===== config.mk =====
export PLATFORM = sky130hd
export DESIGN_NAME = rx_fifo_read_ctrl
export DESIGN_NICKNAME = d
export VERILOG_FILES = /design/src/rtl/rx_fifo_read_ctrl.sv
export SDC_FILE = /design/constraint.sdc
export NUM_CORES = 1
export LEC_CHECK = 0
export ABC_AREA = 1
export CORE_UTILIZATION = 43
export DETAILED_ROUTE_END_ITERATION = 10
export PLACE_DENSITY = 0.7
export SETUP_SLACK_MARGIN = 0.5
export SYNTH_ARGS = -nofsm -noshare
export SYNTH_HDL_FRONTEND = slang
export SYNTH_SLANG_ARGS = --single-unit

===== constraint.sdc =====
create_clock -name rclk_i -period 1.65 [get_ports rclk_i]
set_input_delay 0.33 -clock rclk_i [delete_from_list [all_inputs] [get_ports rclk_i]]
set_output_delay 0.33 -clock rclk_i [all_outputs]
set_load 0.05 [all_outputs]

===== src/rtl/rx_fifo_read_ctrl.sv =====
// RX FIFO read-side sequencer: byte prefetch, host reads,
// flush drain, idle timeout and data interrupt.
module rx_fifo_read_ctrl #(
  parameter int unsigned DATASIZE = 8,
  parameter int unsigned TIMEOUT  = 32,
  parameter int unsigned TO_W     = 6
) (
  input  logic                rclk_i,
  input  logic                rrst_ni,
  input  logic                en_i,
  input  logic                flush_i,
  input  logic                rd_req_i,
  input  logic [DATASIZE-1:0] fifo_rdata_i,
  input  logic                fifo_rempty_i,
  input  logic                fifo_ralmost_i,
  output logic                fifo_rinc_o,
  output logic [DATASIZE-1:0] rd_data_o,
  output logic                rd_ack_o,
  output logic                rd_err_o,
  output logic                hold_valid_o,
  output logic                rx_timeout_o,
  output logic                flush_done_o,
  output logic                irq_o
);

  typedef enum logic [1:0] {
    S_IDLE,
    S_RUN,
    S_FLUSH
  } state_t;

  state_t              state_q;
  state_t              state_d;
  logic                load;
  logic                flush_entry;
  logic                hold_valid_q;
  logic [DATASIZE-1:0] hold_data_q;
  logic [TO_W-1:0]     to_cnt_q;
  logic [TO_W-1:0]     to_cnt_d;
  logic                to_hit;
  logic                to_clr;

  assign hold_valid_o = hold_valid_q;

  // State register
  always_ff @(posedge rclk_i or negedge rrst_ni) begin
    if (!rrst_ni) state_q <= S_IDLE;
    else          state_q <= state_d;
  end

  // Next state, pop strobe and flush completion
  always_comb begin
    state_d      = state_q;
    fifo_rinc_o  = 1'b0;
    flush_done_o = 1'b0;
    load         = 1'b0;
    flush_entry  = 1'b0;
    unique case (state_q)
      S_IDLE: begin
        if (flush_i) begin
          state_d     = S_FLUSH;
          flush_entry = 1'b1;
        end else if (en_i) begin
          state_d = S_RUN;
        end
      end
      S_RUN: begin
        if (flush_i) begin
          state_d     = S_FLUSH;
          flush_entry = 1'b1;
        end else if (!en_i) begin
          state_d = S_IDLE;
        end else begin
          load = !fifo_rempty_i &
                 (!hold_valid_q | rd_req_i);
          fifo_rinc_o = load;
        end
      end
      S_FLUSH: begin
        fifo_rinc_o = !fifo_rempty_i;
        if (fifo_rempty_i) begin
          flush_done_o = 1'b1;
          state_d = en_i ? S_RUN : S_IDLE;
        end
      end
      default: state_d = S_IDLE;
    endcase
  end

  // Holding register: load on pop, drop on read or flush
  always_ff @(posedge rclk_i or negedge rrst_ni) begin
    if (!rrst_ni) begin
      hold_valid_q <= 1'b0;
      hold_data_q  <= '0;
    end else if (flush_entry) begin
      hold_valid_q <= 1'b0;
    end else if (load) begin
      hold_valid_q <= 1'b1;
      hold_data_q  <= fifo_rdata_i;
    end else if (rd_req_i) begin
      hold_valid_q <= 1'b0;
    end
  end

  // Read return: old byte goes out while a new one loads
  always_ff @(posedge rclk_i or negedge rrst_ni) begin
    if (!rrst_ni) begin
      rd_ack_o  <= 1'b0;
      rd_err_o  <= 1'b0;
      rd_data_o <= '0;
    end else begin
      rd_ack_o <= rd_req_i;
      rd_err_o <= rd_req_i & ~hold_valid_q;
      if (rd_req_i)
        rd_data_o <= hold_valid_q ? hold_data_q : '0;
    end
  end

  // Age of the unread held byte, saturating
  always_comb begin
    to_cnt_d = to_cnt_q;
    if (!hold_valid_q || rd_req_i)
      to_cnt_d = '0;
    else if (to_cnt_q != '1)
      to_cnt_d = to_cnt_q + TO_W'(1);
  end

  assign to_hit = (to_cnt_d == TO_W'(TIMEOUT - 1));
  assign to_clr = rd_req_i | flush_i | ~en_i;

  // Timeout counter and sticky flag
  always_ff @(posedge rclk_i or negedge rrst_ni) begin
    if (!rrst_ni) begin
      to_cnt_q     <= '0;
      rx_timeout_o <= 1'b0;
    end else begin
      to_cnt_q <= to_cnt_d;
      if (to_clr)      rx_timeout_o <= 1'b0;
      else if (to_hit) rx_timeout_o <= 1'b1;
    end
  end

  // Registered data interrupt
  always_ff @(posedge rclk_i or negedge rrst_ni) begin
    if (!rrst_ni) irq_o <= 1'b0;
    else irq_o <= en_i & hold_valid_q &
                  (~fifo_ralmost_i | rx_timeout_o);
  end

endmodule

# Word level (Yosys, flattened, before mapping)
# Index checks and enable logic that the tools add are counted.
# word_totals
input_bits	15
reg_bits	29
# classes
n_bitwise	12
reduce_logical	9
n_eq_ne	7
n_addsub	1
mux	23
# ops
op	count
$mux W1	13
$mux W6	2
$mux W2	5
$mux W8	1
$add A6 B1 Y6 const B	1
$eq A6 B5 Y1 const B	1
$ne A3 B3 Y1 const B	2
$ne A6 B6 Y1 const B	1
$pmux W2 S3	1
$and A1 B1 Y1	4
$not A1 Y1	4
$or A1 B1 Y1	4
$reduce_and A3 Y1	1
$reduce_bool A3 Y1	1
$eq A2 B1 Y1 const B	1
$eq A2 B2 Y1 const B	1
$logic_not A1 Y1	2
$logic_not A2 Y1	1
$ne A2 B2 Y1 const B	1
$pmux W1 S2	1
$reduce_and A2 Y1	1
$reduce_bool A2 Y1	1
$reduce_or A2 Y1	1
$logic_or A1 B1 Y1	1

# Longest topological paths before layout
# depth
depth_word	8
ltp_mapped	10

# Worst setup path before layout
# No wires, ideal clock.
# synth_path
kind	flip-flop to output port
startpoint	register hold_valid_q, in the netlist hold_valid_o
endpoint	output fifo_rinc_o
required_time_ps	1320
t_arrival_ps	1539
path_buffers	0
path_stages_with_launch	7
setup_slack_ps	-219
path_cell_list	dfrtp_1 -> inv_1 -> nor2_8 -> nor2_1 -> nand2_1 -> inv_2 -> o21a_1
# synth_between
elab_chain_len	6
# synth_lines
element	line	rtl
start: declaration	36	logic hold_valid_q;
start signal: assignment	93	hold_valid_q <= 1'b0;
start signal: assignment	96	hold_valid_q <= 1'b0;
start signal: assignment	98	hold_valid_q <= 1'b1;
$logic_not A1 Y1	75	(!hold_valid_q | rd_req_i);
$or A1 B1 Y1	75	
$and A1 B1 Y1	74	load = !fifo_rempty_i &
$mux W1	71	end else if (!en_i) begin
$mux W1	68	if (flush_i) begin
$pmux W1 S2	58	unique case (state_q)
end: declaration	16	output logic fifo_rinc_o,
# No other way between the ends.

# Worst setup path after layout
# layout_path
startpoint	register state_q[0]
endpoint	output fifo_rinc_o
# layout_between
elab_chain_len	2
elab_cells_between_ends	3
cone_classes	2 x eq/ne; 1 x mux
# layout_lines
element	line	rtl
start: declaration	32	state_t state_q;
start signal: assignment	48	else state_q <= state_d;
$eq A2 B2 Y1 or $eq A2 B1 Y1 (tied branches)	58	
$pmux W1 S2 (*)	58	
# Mark *: on every way between the ends. The rest lies on a longest branch, timed or not.

==> results.py <==
metrics = {
    "outcome": {
        "status": "finished, violations left",
        "violations": "negative setup slack",
    },
    "cells_and_area": {
        "finalNetCount": 232,
        "fin_util_pct": 70.6,
        "n_antenna_cell": 0,
        "final_common_cell": "dfrtp_1",
        "fin_cells": 257,
        "fillers": 219,
        "layout_common_cells": "dfrtp_1 (28), nand2_1 (26), inv_1 (23), buf_4 (19), buf_6 (15)",
        "areaGrowthSynthToFinish_pct": 57.8,
        "drive_gt1_share_pct": 38.0,
    },
    "power": {
        "p_leak_nw": 1.06,
        "ir_worst_vdd_mv": 0.730,
        "p_per_area_mw_per_mm2": 1070,
    },
    "place": {
        "placedCellCount": 239,
        "detailed_place_hpwl_um": 2080,
        "gp_congestion": 0.814,
        "io_buffers": 29,
        "dp_slack_ns": -0.195,
    },
    "setup_path": {
        "crit_required_ns": 1.32,
        "critPathKind": "reg2out",
        "reg2reg_slack_ns": 0.09,
        "critPathSlowestCell": "dfrtp_1",
        "critPathCaptureType": "output port",
        "crit_fanout": 3,
        "worstReg2RegEnd": "state_q[1]$_DFFE_PN0P_",
        "crit_arrival_ns": 1.53,
        "slowest_delay_ns": 0.44,
        "startpoint_type": "flip-flop",
        "crit_chain": "inv_2 > ha_4 > inv_1 > nor2_2 > o21a_4 > buf_12",
        "reg2regPathDepth": 10,
        "reg2reg_from": "state_q[0]$_DFFE_PN0P_",
    },
    "yosys": {
        "yosysWarnings": 0,
        "synth_cell_type_count": 23,
        "synthCells": 155,
        "synth.area.top_cells": "dfrtp_1 (54%), inv_1 (8.6%), nand2_1 (8.3%)",
        "synth_top_cell_by_area": "dfrtp_1",
        "syn-cell-area_mm2": 0.00136,
        "seq_area_frac_synth_pct": 53.6,
        "ys_ff_latch": 29,
        "syn_avg_cell_area_um2": 8.74,
        "syn_nets": 175,
        "synth_top_area_share_pct": 53.6,
    },
    "clock_tree": {
        "clock_path_buffers": 2,
        "clock-sinks": 29,
        "worstSkewPairLatency_ns": 0.33,
        "ctsHtreeMaxLevel": 2,
        "cts_buffers": 5,
        "clk_pin_slew_ns": 0.09,
        "root_buffer": "clkbuf_4",
        "cts_tree": "yes",
    },
    "worst_hold_path": {
        "worstHoldPathType": "in2async",
    },
    "global_routing": {
        "grt_first_pass_wirelength_um": 4830,
        "use_met2_pct": 31.5,
        "grt_pass1_vias": 1166,
        "top_usage_layer": "met2",
        "antenna_found_initial": 0,
        "grt_util_met1_pct": 22.8,
        "gr-usage-all-layers_pct": 19.8,
        "global_route.usage.met3_pct": 7.37,
        "overflow": 0,
        "grt_start_max_net_pins": 30,
    },
    "timing": {
        "layout_min_cycle_time_ns": 1.86,
        "fin_tns_setup_ns": -0.230,
        "rsz0062_at_grt": "yes",
        "finalSetupViolations": 2,
        "tightest_slew_ns": 0.345,
        "maxSlewHeadroom_pct": 77.0,
        "fmax_mhz": 538,
        "fin_crit_sh_pct": 113,
        "slew_violations": 0,
        "setup_ws_ns": -0.208,
        "hold_violations": 0,
        "clock_skew_ns": 0.00701,
        "whs_ns": 0.369,
    },
    "die": {
        "pin_count": 30,
        "coreArea_mm2": 0.00303,
        "die_h_um": 58.1,
        "rows": 20,
        "die_area_mm2": 0.00338,
        "start_util_pct": 44.8,
        "dieWidth_um": 58.1,
    },
    "routing": {
        "drt_iter0_drc": 19,
        "wl_um": 3080,
        "drc": 0,
        "vias": 1197,
        "via_per_inst": 4.66,
        "wire_per_inst_um": 12.0,
        "drtAntennaViolNets": 0,
        "dr.pass1.iters": 4,
    },
    "flow_run": {
        "max_cap_violations": 0,
    },
}
-- layout make-up --
| cell class | count | area (um^2) | share of cell area (%) |
|---|---|---|---|
| timing repair buffer | 51 | 510 | 23.9 |
| inverter | 33 | 133 | 6.20 |
| sequential | 29 | 727 | 34.0 |
| clock inverter | 1 | 30.0 | 1.40 |
| tap | 44 | 55.1 | 2.57 |
| multi-input combinational | 92 | 628 | 29.4 |
| clock buffer | 7 | 55.1 | 2.57 |
-- layer usage --
metal,share of wire (%),wire length (um)
met1,38,1180
met5,0,0
met2,55,1690
met4,2.9,88
met3,3.7,114
-- cell families after synthesis --
| group | after synthesis | share of synthesized area, % |
|---|---|---|
| adder cells (fa/ha/maj) | 5 | 4.62 |
| AND/OR/NAND/NOR | 61 | 21.1 |
| AO/OA/AOI/OAI | 26 | 10.7 |
| flip-flops | 29 | 53.6 |
| buffers and inverters | 34 | 9.97 |
-- repair_timing --
| item | 4_1_cts | 5_1_grt |
|---|---|---|
| pin swaps | 5 | 4 |
| gates resized for setup | 24 | 21 |
| hold buffers | 0 | 0 |
| setup buffers | 7 | 3 |
| endpoints found under the setup margin | 38 | 31 |
-- metrics by stage --
stage | power (mW) | cell area [um^2]
3_3_place_gp | 1.53 | 1810
4_1_cts | 2.27 | 2030
2_1_floorplan | 1.30 | 1380
3_5_place_dp | 1.55 | 1810
5_1_grt | 2.43 | 2140
6_report | 2.29 | 2140
-- cells in the mapped netlist --
cell type  count
a211oi_1       1
a21oi_1        1
a21oi_2        1
buf_6          1
clkinv_1       1
dfrtp_1       29
ha_1           5
inv_1         31
inv_2          1
nand2_1       30
nand2_2        2
nand3_1       14
nand4_1        1
nor2_1         7
nor2_2         1
nor2_4         1
nor2_8         1
nor3_1         3
o21a_1         1
o21ai_0       19
o21bai_1       2
o22ai_1        1
or2_2          1
-- power breakdown --
part	internal, mW	total [mW]	switching, mW
Clock	0.362	0.593	0.231
Sequential	0.849	0.912	0.0634
Combinational	0.355	0.783	0.428
-- critical path: cells and delay by family, from the launching register on --
| family | cells | cell delay, ns |
|---|---|---|
| AOI/OAI and AO/OA | 1 | 0.16 |
| adders and majority gates | 1 | 0.15 |
| buffers and inverters | 3 | 0.31 |
| DFF | 1 | 0.44 |
| and+or+nand+nor | 1 | 0.14 |
-- flip-flops by register name (all words and copies together) (netlist names) --
name	flops
rx_timeout_o	1
rd_data_o	8
state_q	2
hold_data_q	8
to_cnt_q	6
rd_err_o	1
hold_valid_o	1
irq_o	1
rd_ack_o	1
-- worst max-delay path by stage --
stage,startpoint,to,cells past startpoint
floorplan,hold_valid_o$_DFFE_PN0P_,fifo_rinc_o,6
global placement,rd_req_i,fifo_rinc_o,7
detailed placement,rd_req_i,fifo_rinc_o,7
CTS,state_q[1]$_DFFE_PN0P_,fifo_rinc_o,8
global route,state_q[0]$_DFFE_PN0P_,fifo_rinc_o,6
finish,state_q[0]$_DFFE_PN0P_,fifo_rinc_o,6
Power figures use the tool's default switching activity.
